==> config.mk <==
export PLATFORM = sky130hd
export DESIGN_NAME = mem_stage_flat
export DESIGN_NICKNAME = d
export VERILOG_FILES = /design/src/rtl/mem_stage_pkg.sv /design/src/rtl/mem_stage_if.sv /design/src/rtl/mem_stage_timeout_counter.sv /design/src/rtl/mem_stage.sv /design/src/flat_wrapper.sv
export SDC_FILE = /design/constraint.sdc
export NUM_CORES = 1
export LEC_CHECK = 0
export CORE_ASPECT_RATIO = 1.4
export CORE_MARGIN = 10
export CORE_UTILIZATION = 30
export CTS_BUF_LIST = sky130_fd_sc_hd__clkbuf_8
export CTS_CLUSTER_SIZE = 30
export DETAILED_ROUTE_END_ITERATION = 16
export GPL_TIMING_DRIVEN = 0
export PLACE_DENSITY = 0.64
export SYNTH_ARGS = -nofsm -noshare
export SYNTH_HDL_FRONTEND = slang
export SYNTH_SLANG_ARGS = --single-unit
==> constraint.sdc <==
create_clock -name clk -period 2.3 [get_ports clk]
set_input_delay 0.575 -clock clk [delete_from_list [all_inputs] [get_ports clk]]
set_output_delay 0.575 -clock clk [all_outputs]
set_load 0.005 [all_outputs]
==> src/rtl/mem_stage_pkg.sv <==
// Shared CPU definitions for the memory stage: FSM encoding, timeout default
// and the pipeline control bits carried through EX/MEM.
package mem_stage_pkg;

   typedef enum logic {
      IDLE,
      WAIT
   } mem_state_e;

   localparam int unsigned MEM_TIMEOUT_DEFAULT = 255;

   typedef struct packed {
      logic mem_read;
      logic mem_write;
      logic mem_to_reg;
      logic reg_write;
   } ctrl_t;

   // Read+write together is not a legal access, so it shares the error path.
   function automatic logic is_misaligned(input logic [63:0] addr, input ctrl_t c);
      return (addr[2:0] != 3'b000) || (c.mem_read && c.mem_write);
   endfunction

endpackage

==> src/rtl/mem_stage_if.sv <==
// Data-memory request/acknowledge bus between the memory stage and the data memory.
interface mem_stage_if;
   logic        dmem_req;
   logic        dmem_we;
   logic [63:0] dmem_addr;
   logic [63:0] dmem_wdata;
   logic        dmem_ack;
   logic [63:0] dmem_rdata;

   modport master (
      output dmem_req, dmem_we, dmem_addr, dmem_wdata,
      input  dmem_ack, dmem_rdata
   );

   modport slave (
      input  dmem_req, dmem_we, dmem_addr, dmem_wdata,
      output dmem_ack, dmem_rdata
   );
endinterface

==> src/rtl/mem_stage_timeout_counter.sv <==
// Wait-cycle counter for the memory stage; expired_o flags the last permitted
// waiting cycle, so the abort edge is the one that would make the count TIMEOUT.
module mem_timeout_counter #(
   parameter int unsigned TIMEOUT = 255
) (
   input  logic clk,
   input  logic rst_n,
   input  logic clear_i,
   input  logic enable_i,
   output logic expired_o
);
   localparam int unsigned CW = (TIMEOUT < 2) ? 1 : $clog2(TIMEOUT);

   logic [CW-1:0] cnt_q, cnt_d;

   always_comb begin
      cnt_d = cnt_q;
      if (clear_i) begin
         cnt_d = '0;
      end else if (enable_i) begin
         cnt_d = cnt_q + 1'b1;
      end
   end

   always_ff @(posedge clk) begin
      if (!rst_n) begin
         cnt_q <= '0;
      end else begin
         cnt_q <= cnt_d;
      end
   end

   assign expired_o = (cnt_q == CW'(TIMEOUT - 32'd1));
endmodule

==> src/rtl/mem_stage.sv <==
// Pipeline memory stage: passes ALU results through in one cycle, or issues an
// aligned load/store on the data-memory bus and waits for ack or timeout.
module mem_stage
   import mem_stage_pkg::*;
#(
   parameter int unsigned TIMEOUT = MEM_TIMEOUT_DEFAULT
) (
   input  logic        clk,
   input  logic        rst_n,
   input  logic        ValidI,
   input  logic [63:0] ResultI,
   input  logic [63:0] WriteDataI,
   input  logic [4:0]  RegI,
   input  logic        MemReadI,
   input  logic        MemWriteI,
   input  logic        MemToRegI,
   input  logic        RegWriteI,
   output logic        StallO,
   mem_stage_if.master dmem,
   output logic [63:0] loadedData,
   output logic [63:0] Results,
   output logic [4:0]  Reg,
   output logic        MemToReg,
   output logic        RegWrite,
   output logic        ValidO,
   output logic        MemErr
);
   mem_state_e  state_q, state_d;
   logic        req_q, req_d;
   logic [63:0] addr_q, addr_d, wdata_q, wdata_d;
   ctrl_t       ctrl_q, ctrl_d, ctrl_in;
   logic [4:0]  dst_q, dst_d;
   logic [63:0] ld_q, ld_d, res_q, res_d;
   logic [4:0]  reg_q, reg_d;
   logic        m2r_q, m2r_d, rw_q, rw_d, valid_q, valid_d, err_q, err_d;
   logic        stall, cnt_clear, cnt_en, expired;

   assign ctrl_in = '{mem_read: MemReadI, mem_write: MemWriteI,
                      mem_to_reg: MemToRegI, reg_write: RegWriteI};

   mem_timeout_counter #(.TIMEOUT(TIMEOUT)) u_timeout (
      .clk       (clk),
      .rst_n     (rst_n),
      .clear_i   (cnt_clear),
      .enable_i  (cnt_en),
      .expired_o (expired)
   );

   always_comb begin
      state_d   = state_q;
      req_d     = req_q;
      addr_d    = addr_q;
      wdata_d   = wdata_q;
      ctrl_d    = ctrl_q;
      dst_d     = dst_q;
      ld_d      = ld_q;
      res_d     = res_q;
      reg_d     = reg_q;
      m2r_d     = m2r_q;
      rw_d      = 1'b0;
      valid_d   = 1'b0;
      err_d     = 1'b0;
      stall     = 1'b0;
      cnt_clear = 1'b0;
      cnt_en    = 1'b0;
      case (state_q)
         IDLE: begin
            if (ValidI) begin
               if (!(MemReadI || MemWriteI)) begin
                  res_d   = ResultI;
                  reg_d   = RegI;
                  m2r_d   = MemToRegI;
                  rw_d    = RegWriteI;
                  valid_d = 1'b1;
               end else if (is_misaligned(ResultI, ctrl_in)) begin
                  res_d   = ResultI;
                  reg_d   = RegI;
                  m2r_d   = MemToRegI;
                  valid_d = 1'b1;
                  err_d   = 1'b1;
               end else begin
                  state_d   = WAIT;
                  req_d     = 1'b1;
                  addr_d    = ResultI;
                  wdata_d   = WriteDataI;
                  ctrl_d    = ctrl_in;
                  dst_d     = RegI;
                  cnt_clear = 1'b1;
                  stall     = 1'b1;
               end
            end
         end
         WAIT: begin
            // Ack is checked before expiry so a same-cycle ack completes normally.
            if (dmem.dmem_ack || expired) begin
               state_d          = IDLE;
               req_d            = 1'b0;
               ctrl_d.mem_write = 1'b0;
               res_d            = addr_q;
               reg_d            = dst_q;
               m2r_d            = ctrl_q.mem_to_reg;
               valid_d          = 1'b1;
               if (dmem.dmem_ack) begin
                  rw_d = ctrl_q.reg_write;
                  if (ctrl_q.mem_read) begin
                     ld_d = dmem.dmem_rdata;
                  end
               end else begin
                  err_d = 1'b1;
               end
            end else begin
               cnt_en = 1'b1;
            end
            stall = !dmem.dmem_ack;
         end
         default: state_d = IDLE;
      endcase
   end

   always_ff @(posedge clk) begin
      if (!rst_n) begin
         state_q <= IDLE;
         req_q   <= 1'b0;
         addr_q  <= '0;
         wdata_q <= '0;
         ctrl_q  <= '0;
         dst_q   <= '0;
         ld_q    <= '0;
         res_q   <= '0;
         reg_q   <= '0;
         m2r_q   <= 1'b0;
         rw_q    <= 1'b0;
         valid_q <= 1'b0;
         err_q   <= 1'b0;
      end else begin
         state_q <= state_d;
         req_q   <= req_d;
         addr_q  <= addr_d;
         wdata_q <= wdata_d;
         ctrl_q  <= ctrl_d;
         dst_q   <= dst_d;
         ld_q    <= ld_d;
         res_q   <= res_d;
         reg_q   <= reg_d;
         m2r_q   <= m2r_d;
         rw_q    <= rw_d;
         valid_q <= valid_d;
         err_q   <= err_d;
      end
   end

   assign StallO          = rst_n && stall;
   assign dmem.dmem_req   = req_q;
   assign dmem.dmem_we    = ctrl_q.mem_write;
   assign dmem.dmem_addr  = addr_q;
   assign dmem.dmem_wdata = wdata_q;
   assign loadedData      = ld_q;
   assign Results         = res_q;
   assign Reg             = reg_q;
   assign MemToReg        = m2r_q;
   assign RegWrite        = rw_q;
   assign ValidO          = valid_q;
   assign MemErr          = err_q;
endmodule

==> src/flat_wrapper.sv <==
// flat-port wrapper written by rule: the top's interface ports become plain ports
module mem_stage_flat import mem_stage_pkg::*;
#(
   parameter int unsigned TIMEOUT = MEM_TIMEOUT_DEFAULT
)
  (clk, rst_n, ValidI, ResultI, WriteDataI, RegI, MemReadI, MemWriteI, MemToRegI, RegWriteI, StallO, loadedData, Results, Reg, MemToReg, RegWrite, ValidO, MemErr, dmem_dmem_req, dmem_dmem_we, dmem_dmem_addr, dmem_dmem_wdata, dmem_dmem_ack, dmem_dmem_rdata);
  mem_stage_if dmem_i ();
  input  logic clk;
  input  logic rst_n;
  input  logic ValidI;
  input  logic [63:0] ResultI;
  input  logic [63:0] WriteDataI;
  input  logic [4:0] RegI;
  input  logic MemReadI;
  input  logic MemWriteI;
  input  logic MemToRegI;
  input  logic RegWriteI;
  output logic StallO;
  output logic [63:0] loadedData;
  output logic [63:0] Results;
  output logic [4:0] Reg;
  output logic MemToReg;
  output logic RegWrite;
  output logic ValidO;
  output logic MemErr;
  output wire logic [$bits(dmem_i.dmem_req)-1:0] dmem_dmem_req;
  output wire logic [$bits(dmem_i.dmem_we)-1:0] dmem_dmem_we;
  output wire logic [$bits(dmem_i.dmem_addr)-1:0] dmem_dmem_addr;
  output wire logic [$bits(dmem_i.dmem_wdata)-1:0] dmem_dmem_wdata;
  input wire logic [$bits(dmem_i.dmem_ack)-1:0] dmem_dmem_ack;
  input wire logic [$bits(dmem_i.dmem_rdata)-1:0] dmem_dmem_rdata;
  assign dmem_dmem_req = dmem_i.dmem_req;
  assign dmem_dmem_we = dmem_i.dmem_we;
  assign dmem_dmem_addr = dmem_i.dmem_addr;
  assign dmem_dmem_wdata = dmem_i.dmem_wdata;
  assign dmem_i.dmem_ack = dmem_dmem_ack;
  assign dmem_i.dmem_rdata = dmem_dmem_rdata;
  mem_stage #(.TIMEOUT(TIMEOUT)) u_core (.clk(clk), .rst_n(rst_n), .ValidI(ValidI), .ResultI(ResultI), .WriteDataI(WriteDataI), .RegI(RegI), .MemReadI(MemReadI), .MemWriteI(MemWriteI), .MemToRegI(MemToRegI), .RegWriteI(RegWriteI), .StallO(StallO), .dmem(dmem_i), .loadedData(loadedData), .Results(Results), .Reg(Reg), .MemToReg(MemToReg), .RegWrite(RegWrite), .ValidO(ValidO), .MemErr(MemErr));
endmodule
== Word-level counts from Yosys, hierarchy flattened ==
Cells that the tools add are included.
W data, S select, Z words.

* Register bits after elaboration: 284
* Output and inout port bits: 268
* Input port bits: 205
* Logic and storage cells: 86

* Bitwise gates (word level): 3
* Add/sub/neg operators: 1
* Reduce and logical (&&, ||, !) cells: 12
* Muxes and demuxes: 47
* Eq/ne operators: 6

{| class="wikitable"
|+ Operator list
! cell !! number
|-
| $mux W64 || 4
|-
| $pmux W64 S2 || 1
|-
| $mux W1 || 26
|-
| $mux W5 || 4
|-
| $pmux W1 S2 || 8
|-
| $reduce_and A4 Y1 || 3
|-
| $pmux W5 S2 || 1
|-
| $mux W3 || 3
|-
| $add A8 B1 Y8 const B || 1
|-
| $eq A8 B8 Y1 const B || 1
|-
| $ne A2 B2 Y1 const B || 3
|-
| $logic_or A1 B1 Y1 || 3
|-
| $ne A3 B3 Y1 const B || 1
|-
| $not A1 Y1 || 3
|-
| $reduce_and A3 Y1 || 1
|-
| $reduce_bool A3 Y1 || 1
|-
| $logic_and A1 B1 Y1 || 2
|-
| $ne A2 B1 Y1 const B || 1
|-
| $reduce_or A2 Y1 || 1
|-
| $logic_not A1 Y1 || 1
|}

== Logic depth before layout (Yosys ltp) ==
Gate-level depths: netlist of the first run.

* Word-level depth: 7
* Depth in mapped cells: 8
* Gate-level depth less buffers: 6

== Cells and area by module ==
From an unflattened synthesis of the first run, not the netlist that was laid out.

* Cells, all modules: 1,318
* Area, all modules: 11,811.3 µm²

{| class="wikitable"
|+ By module, submodules not included
! module !! sequential area each (µm²) !! cells an instance !! instances !! area an instance (µm²)
|-
| mem_stage || 5,525.3 || 1,276 || 1 || 11,446.0
|-
| mem_timeout_counter || 160.2 || 42 || 1 || 365.4
|}

== Worst setup path before layout of the first run ==
No wires, ideal clock.

* Path kind: in2out
* Start point: in MemWriteI
* End point: out StallO
* Path slack: 0.055 ns
* Stages: 6
* Data arrival time: 1.670 ns
* Path buffers: 2
* Required time: 1.725 ns
* Cell sequence: a2111oi_2 -> and3b_1 -> buf_4 -> buf_2 -> nor2_1 -> nor2_1

* Longest elaborated chain between the ends: 7
* Elaborated cells on any way between the ends: 8
* Those cells by class: mux: 4; reduce/logical: 4

{| class="wikitable"
|+ Ends and longest elaborated chain
! item !! line !! source
|-
| start: declaration || flat_wrapper.sv:15 || <nowiki>input logic MemWriteI;</nowiki>
|-
| $logic_and A1 B1 Y1 || mem_stage_pkg.sv:21 || <nowiki>return (addr[2:0] != 3'b000) || (c.mem_read && c.mem_write);</nowiki>
|-
| $logic_or A1 B1 Y1 || mem_stage_pkg.sv:21 ||
|-
| $mux W1 || mem_stage.sv:75 || <nowiki>end else if (is_misaligned(ResultI, ctrl_in)) begin</nowiki>
|-
| $mux W1 (*) || mem_stage.sv:69 || <nowiki>if (!(MemReadI || MemWriteI)) begin</nowiki>
|-
| $mux W1 (*) || mem_stage.sv:68 || <nowiki>if (ValidI) begin</nowiki>
|-
| $pmux W1 S2 (*) || mem_stage.sv:66 || <nowiki>case (state_q)</nowiki>
|-
| $logic_and A1 B1 Y1 (*) || mem_stage.sv:152 || <nowiki>assign StallO = rst_n && stall;</nowiki>
|-
| end: declaration || flat_wrapper.sv:18 || <nowiki>output logic StallO;</nowiki>
|}

Every way passes the cells marked *; elsewhere a longest branch is shown, timed or not.

== Worst setup path after layout of the first run ==
* Start point: in ResultI[2]
* End point: out StallO

* Longest elaborated chain between the ends: 7

{| class="wikitable"
|+ Ends and longest elaborated chain
! item !! line !! source
|-
| start: declaration || flat_wrapper.sv:11 || <nowiki>input logic [63:0] ResultI;</nowiki>
|-
| $reduce_bool A3 Y1 || mem_stage_pkg.sv:21 ||
|-
| $logic_or A1 B1 Y1 || mem_stage_pkg.sv:21 ||
|-
| $mux W1 || mem_stage.sv:75 ||
|-
| $mux W1 || mem_stage.sv:69 ||
|-
| $mux W1 || mem_stage.sv:68 ||
|-
| $pmux W1 S2 || mem_stage.sv:66 ||
|-
| $logic_and A1 B1 Y1 || mem_stage.sv:152 ||
|}

No other way between the ends.

==> metrics.sh, run 1 <==
OUTCOME='complete, but fails checks'
VIOLATIONS_IN_THE_FINAL_REPORTS='negative setup slack'
SYNTH_AREA_LEADERS='sky130_fd_sc_hd__dfxtp_1, sky130_fd_sc_hd__nand2_1, sky130_fd_sc_hd__a21oi_1'
MOSTFREQUENTLAYOUTCELL='sky130_fd_sc_hd__clkdlybuf4s50_1'
DESIGN_POWER_TOTAL_W=0.0110
ASYNC_FLOP_SHARE_PCT=0
TNS_NS=-0.0101
TRITONCTS='built'
FIRST_GLOBAL_VIAS=11000
SYNTH-WARNING-COUNT=0
CLOCK_LATENCY_NS=0.57
POST-ROUTE-WORST-SETUP-SLACK_NS=-0.0101
DRT_DRC_VIOLATIONS_LEFT=0
TIMING.CRITICAL_PATH.TO_TYPE='primary output'
DIE_W_UM=182
SYNTH_ENABLE_FLOP_CELLS=0
GRT_SETUP_UNREPAIRED='true'
LARGEST_FANOUT_OF_ANY_NET_ON_THE_CRITICAL_PATH=3
PLACEMENT.IO_BUFFERS=471
FLOORPLAN.CORE_AREA_SQ_UM=36500
ENDPOINTS_FAILING_SETUP=1
LAYOUT_MIN_CYCLE_TIME_NS=2.31
FINALCOREUTILIZATION_PCT=47.6
LAUNCHING_ELEMENT_TYPE_OF_THE_CRITICAL_PATH='input pin'
FIN_WORST_SKEW_NS=0.0140
PIN_COUNT=473
MULTIINPUTGATEAREA_SQ_UM=4770
VDD_IR_DROP_MAX_uV=467
SUM_OF_OVERFLOW_ACROSS_ALL_LAYERS_AFTER_GLOBAL_ROUTING=0
SEQCELLAREA_SQ_UM=5690
POWERDENSITY_nW_PER_UM2=635
FILLCELLCOUNT=3510
SYNTH-SEQ-AREA-SHARE_PCT=51.6
DIE_HEIGHT_UM=247
CRITICAL_PATH.CELL_CHAIN='buf_2, a2111oi_4, and3b_2, buf_12, nor2_2, nor2_1, buf_4'
TIMING.CRITICAL_PATH.BUF_INV=3
DRT_WL_TOTAL_UM=45600
SYNTH.FF_LATCH_COUNT=284
SLEW_HEADROOM_PCT=38.8
DP_HPWL_UM=35400
NETLIST-CELL-TYPE-COUNT=39
CRIT_TYPE='in -> out'
NETLIST.AREA_LEADER.SHARE_PCT=51.6
GLOBAL_ROUTE_WIRE_LENGTH_BEFORE_REPAIR_UM=66900
AREA_GROWTH_PCT=57.5
CP_DATA_ARRIVAL_TIME_NS=1.74
HOLD_VIOL_FINAL=0
FINAL_LAYOUT_SIZE_SUFFIX_GT1_SHARE_PCT=10.6
DETAILEDROUTE.FIRSTITERATIONVIOLATIONS=390
LAYOUT.CELLS.MOST_COMMON_LIST='sky130_fd_sc_hd__clkdlybuf4s50_1, sky130_fd_sc_hd__nand2_1, sky130_fd_sc_hd__dfxtp_1, sky130_fd_sc_hd__a21oi_1'
POSTCTSHOLDBUFS=0
CTS_ROOT_BUFFER='sky130_fd_sc_hd__clkbuf_8'
NUMBER_OF_CELLS_PRODUCED_BY_SYNTHESIS=1263
SYNTHESIS.AREA_PER_INSTANCE_SQ_UM=8.72
START_UTIL_PCT=30.2
FINAL_MIN_PERIOD_OVER_CLOCK_PERIOD_PCT=100
WORST_MARGIN_PIN_SLEW_NS=0.919
FLOORPLAN.DIE_AREA_SQ_UM=44900
WORSTPATHREQUIRED_NS=1.73
HOLD_PATH.CLASS='in -> reg'
CTS_MADE_BUFFERS=48
SYNTH_FF_TYPE='sky130_fd_sc_hd__dfxtp_1'
VIAS=10900
TIMING.MAX_CAP.VIOLATIONS=0
PLACE_CONGESTION=0.804
SLEW_VIOL_FINAL=0
DRT_FIRST_PASS_ITERS=4
WL_PER_CELL_UM=20.0
GRT_START_MAX_NET_PINS=18
STD_CELL_ROWS=83
GLOBALROUTETOTALUTIL_PCT=19.0
STDCELL_COUNT=2287
WORST_PATH_LARGEST_CELL_DELAY_NS=0.36
CLOCKBUFFERDEPTH=3
VIASPERCELL=4.76
P_LEAK_nW=5.92
SYN-NUM-NETS=1470
CLOCK_TRANSITION_AT_THE_REGISTERS_OF_THE_REPORTED_PATHS_NS=0.06
SYNTHESIS.AREA_SQ_UM=11000
HTREEDEPTH=2
CLOCK.FMAX_MHz=433
CLKSINKCOUNT=284
ANTENNA_FOUND_INITIAL=7
PLACED_CELLS=2201
DELAY_HEAVIEST_FAMILY_CP='simple AND/OR/NAND/NOR gates'
WORST_PATH_MAX_DELAY_CELL='sky130_fd_sc_hd__a2111oi_4'
DETAIL-ROUTE-ANTENNA-NETS=0
SYNTH_AREA_LEADER_CELL='sky130_fd_sc_hd__dfxtp_1'
NETS=1991
[cells by family after synthesis]
family          Yosys count  share of synthesized area, %
mux                      70                          6.36
compound gates          353                          20.4
xor+xnor                  3                         0.239
flops                   284                          51.6
fa+ha+maj                 2                         0.227
buf+inv                 110                          5.50
simple gates            441                          15.7
[power by group]
group          total [W]  switching (W)  internal (W)
sequential       0.00515      0.0000829       0.00506
clock            0.00458        0.00204       0.00254
combinational    0.00130       0.000562      0.000734
total             0.0110        0.00269       0.00833
[flip-flops by register name, indices dropped and copies added (netlist names), 3 cells and up]
| register | cells |
|---|---|
| u_core.u_timeout.cnt_q | 8 |
| u_core.Reg | 5 |
| u_core.dmem.dmem_addr | 64 |
| u_core.dst_q | 5 |
| u_core.Results | 64 |
| u_core.ctrl_q | 3 |
| u_core.loadedData | 64 |
| u_core.dmem.dmem_wdata | 64 |
[stage by stage]
stage	setup slack [ns]	instance area, sq um	hold WS, ns
2_1_floorplan	0.0553	11000	0.436
3_3_place_gp	-1.35	16300	0.441
3_5_place_dp	-1.39	16300	0.446
4_1_cts	-0.103	17300	0.360
5_1_grt	-0.0553	17400	0.362
6_report	-0.0101	17400	0.362
[cell type report]
class | count | area share (%)
multi-input combinational | 869 | 27.5
timing repair buffer | 474 | 27.2
inverter | 4 | 0.0865
tap | 467 | 3.37
antenna | 5 | 0.0721
buffer | 103 | 3.45
sequential | 284 | 32.8
clock inverter | 18 | 0.577
clock buffer | 63 | 5.00
[cells in the mapped netlist, types with 2 or more instances]
master,instances
sky130_fd_sc_hd__buf_6,7
sky130_fd_sc_hd__buf_2,18
sky130_fd_sc_hd__dfxtp_1,284
sky130_fd_sc_hd__ha_1,2
sky130_fd_sc_hd__buf_12,7
sky130_fd_sc_hd__a21oi_1,202
sky130_fd_sc_hd__and2_1,2
sky130_fd_sc_hd__clkbuf_1,70
sky130_fd_sc_hd__o211a_1,2
sky130_fd_sc_hd__inv_1,4
sky130_fd_sc_hd__a211oi_1,2
sky130_fd_sc_hd__nor2_1,12
sky130_fd_sc_hd__and3_1,4
sky130_fd_sc_hd__buf_1,3
sky130_fd_sc_hd__nand4_1,3
sky130_fd_sc_hd__mux2i_1,70
sky130_fd_sc_hd__nor3_1,4
sky130_fd_sc_hd__a21oi_2,70
sky130_fd_sc_hd__nand2_1,398
sky130_fd_sc_hd__nand3_1,8
sky130_fd_sc_hd__xnor2_1,2
sky130_fd_sc_hd__nor2b_1,3
sky130_fd_sc_hd__o31ai_1,70
[final timing paths]
kind / start / to / slack [ns] / depth (start not counted)
setup / recovery: ResultI[2] / StallO / -0.01 / 7
hold / removal: MemReadI / u_core.RegWrite / 0.36 / 4
setup reg to reg: u_core.u_timeout.cnt_q[0] / u_core.MemToReg / 0.20 / 7
hold reg to reg: u_core.loadedData[19] / u_core.loadedData[19] / 0.45 / 2
[tightest hold or removal path: stages]
cell	delay [ns]
sky130_fd_sc_hd__buf_6	0.09
sky130_fd_sc_hd__nor2_1	0.07
sky130_fd_sc_hd__nand3_1	0.08
sky130_fd_sc_hd__a21oi_1	0.07
[what timing repair did]
item                       in CTS  in global routing
pin swaps                       2                  2
setup endpoints to repair     147                 52
cloned                          0                  0
setup buffers                   3                  0
resized for setup              29                 27
[per-layer routing]
metal  global-route usage, %  share of wire (%)
met5                       0              0.046
met4                    8.54                3.5
met3                    6.83                8.4
met2                    34.3                 52
met1                    19.2                 36
No activity file was read; power rests on OpenSTA's default activity.
==> run 2, diff against run 1 <==
- ABC_CLOCK_PERIOD_IN_PS: unset -> 2100
- PLACE_DENSITY: 0.64 -> 0.66
- SETUP_SLACK_MARGIN: unset -> 0.2
- clock period: 2.3 -> 2.1 ns (I/O delays scaled with it)
==> run 2 against run 1 <==
  * The run still ends with negative setup slack left
  * Largest cell class unchanged
  * Cell area shrank 0.89%
  * Critical endpoint unchanged
  * Combinational power is essentially flat
  * Clock skew rose by 0.0057 ns
  * Largest power group unchanged
  * Routed wire length is 0.27% lower
==> metrics.sh, run 2 (synthesized netlist as in run 1, its figures left out) <==
FINAL_MIN_PERIOD_OVER_CLOCK_PERIOD_PCT=109
HOLD_PATH.CLASS='in -> reg'
PLACEMENT.IO_BUFFERS=471
CP_DATA_ARRIVAL_TIME_NS=1.76
SUM_OF_OVERFLOW_ACROSS_ALL_LAYERS_AFTER_GLOBAL_ROUTING=0
STD_CELL_ROWS=83
WORST_MARGIN_PIN_SLEW_NS=0.712
FIN_WORST_SKEW_NS=0.0197
CLKSINKCOUNT=284
FIRST_GLOBAL_VIAS=11100
TIMING.MAX_CAP.VIOLATIONS=0
CLOCKBUFFERDEPTH=3
VIAS=10800
FINAL_LAYOUT_SIZE_SUFFIX_GT1_SHARE_PCT=14.1
ENDPOINTS_FAILING_SETUP=1
TIMING.CRITICAL_PATH.TO_TYPE='primary output'
FLOORPLAN.CORE_AREA_SQ_UM=36500
NETS=1999
WORSTPATHREQUIRED_NS=1.57
GLOBALROUTETOTALUTIL_PCT=18.9
P_LEAK_nW=7.20
DETAIL-ROUTE-ANTENNA-NETS=0
SLEW_VIOL_FINAL=0
HTREEDEPTH=2
POST-ROUTE-WORST-SETUP-SLACK_NS=-0.189
START_UTIL_PCT=30.2
DRT_DRC_VIOLATIONS_LEFT=0
STDCELL_COUNT=2289
ANTENNA_FOUND_INITIAL=2
WL_PER_CELL_UM=19.9
CRIT_TYPE='in -> out'
DPL_WORST_SLACK_NS=-1.40
CTS_MADE_BUFFERS=45
OUTCOME='complete, but fails checks'
GRT_SETUP_UNREPAIRED='true'
DIE_W_UM=182
PLACE_CONGESTION=0.811
LAYOUT.CELLS.MOST_COMMON_LIST='sky130_fd_sc_hd__nand2_1, sky130_fd_sc_hd__dlygate4sd2_1, sky130_fd_sc_hd__dfxtp_1, sky130_fd_sc_hd__a21oi_1, sky130_fd_sc_hd__clkdlybuf4s50_1'
CLOCK_TRANSITION_AT_THE_REGISTERS_OF_THE_REPORTED_PATHS_NS=0.06
GRT_START_MAX_NET_PINS=11
WORST_PATH_LARGEST_CELL_DELAY_NS=0.29
POST-ROUTE-CELL-AREA_SQ_UM=17200
MOSTFREQUENTLAYOUTCELL='sky130_fd_sc_hd__nand2_1'
CLOCK_LATENCY_NS=0.56
GLOBAL_ROUTE_WIRE_LENGTH_BEFORE_REPAIR_UM=67000
DP_HPWL_UM=35400
VIASPERCELL=4.73
PLACED_CELLS=2201
DETAILEDROUTE.FIRSTITERATIONVIOLATIONS=463
FLOORPLAN.DIE_AREA_SQ_UM=44900
AREA_GROWTH_PCT=56.1
POWERDENSITY_nW_PER_UM2=682
PIN_COUNT=473
CRITICAL_PATH.CELL_CHAIN='clkdlybuf4s15_1, a2111oi_4, and3b_1, buf_6, buf_8, nor2_4, nor2_4, buf_6'
DRT_WL_TOTAL_UM=45500
LAUNCHING_ELEMENT_TYPE_OF_THE_CRITICAL_PATH='input pin'
LARGEST_FANOUT_OF_ANY_NET_ON_THE_CRITICAL_PATH=3
TOTAL_CELL_AREA_AT_THE_PLACEMENT_STAGE_SQ_UM=16300
CTS_ROOT_BUFFER='sky130_fd_sc_hd__clkbuf_8'
HOLD_VIOL_FINAL=0
DIE_HEIGHT_UM=247
FILLCELLCOUNT=3636
VIOLATIONS_IN_THE_FINAL_REPORTS='negative setup slack'
VDD_IR_DROP_MAX_uV=463
LAYOUT_MIN_CYCLE_TIME_NS=2.29
DRT_FIRST_PASS_ITERS=7
CLOCK.FMAX_MHz=437
WORST_PATH_MAX_DELAY_CELL='sky130_fd_sc_hd__a2111oi_4'
FINALCOREUTILIZATION_PCT=47.2
TRITONCTS='built'
SLEW_HEADROOM_PCT=52.6
-- run 2: final timing paths --
kind,to,slack [ns],depth (start not counted),from
setup / recovery,StallO,-0.19,8,ResultI[0]
hold / removal,u_core.dmem.dmem_we,0.32,3,MemWriteI
setup reg to reg,u_core.loadedData[33],0.14,8,u_core.state_q
hold reg to reg,u_core.loadedData[10],0.45,2,u_core.loadedData[10]
-- run 2: per-stage QoR --
stage	TNS, ns	hold WS (ns)	total power [W]
2_1_floorplan	0	0.436	0.00625
3_3_place_gp	-191.93	0.441	0.00717
3_5_place_dp	-198.28	0.446	0.00718
4_1_cts	-10.52	0.276	0.0119
5_1_grt	-0.321	0.314	0.0122
6_report	-0.189	0.322	0.0117
-- run 2: worst max-delay path, delay by kind of cell --
kind | cells | cell delay (ns)
compound gates | 1 | 0.29
simple gates | 3 | 0.36
buf+inv | 4 | 0.58
-- run 2: layout make-up --
class | instances | area, sq um | share of cell area [%]
tap | 467 | 584 | 3.40
multi-input combinational | 869 | 4830 | 28.1
antenna | 2 | 5.00 | 0.0291
clock buffer | 58 | 798 | 4.64
inverter | 4 | 15.0 | 0.0873
sequential | 284 | 5710 | 33.2
buffer | 106 | 702 | 4.08
timing repair buffer | 482 | 4460 | 25.9
clock inverter | 17 | 96.3 | 0.560
-- run 2: metal layers --
metal | vias up | track usage (%) | part of all wire [%]
met5 | - | 0 | 0.015
met4 | 2 | 6.62 | 2.8
met3 | 72 | 6.68 | 8.6
met2 | 411 | 34.8 | 52
met1 | 5011 | 19.4 | 37
li1 | 5336 | - | -
-- run 2: power by group --
part / leakage [nW] / total, W / switching [W] / internal, W
Clock: 0.509 / 0.00476 / 0.00218 / 0.00258
Combinational: 4.38 / 0.00133 / 0.000618 / 0.000716
Sequential: 2.32 / 0.00563 / 0.0000853 / 0.00554
-- run 2: repair_timing --
item | in CTS | in global routing
gates cloned | 0 | 0
resized for setup | 352 | 56
buffers inserted | 9 | 2
endpoints found under the hold margin | 0 | 0
endpoints found under the setup margin | 530 | 199
pin swaps | 6 | 3
hold buffers | 0 | 0
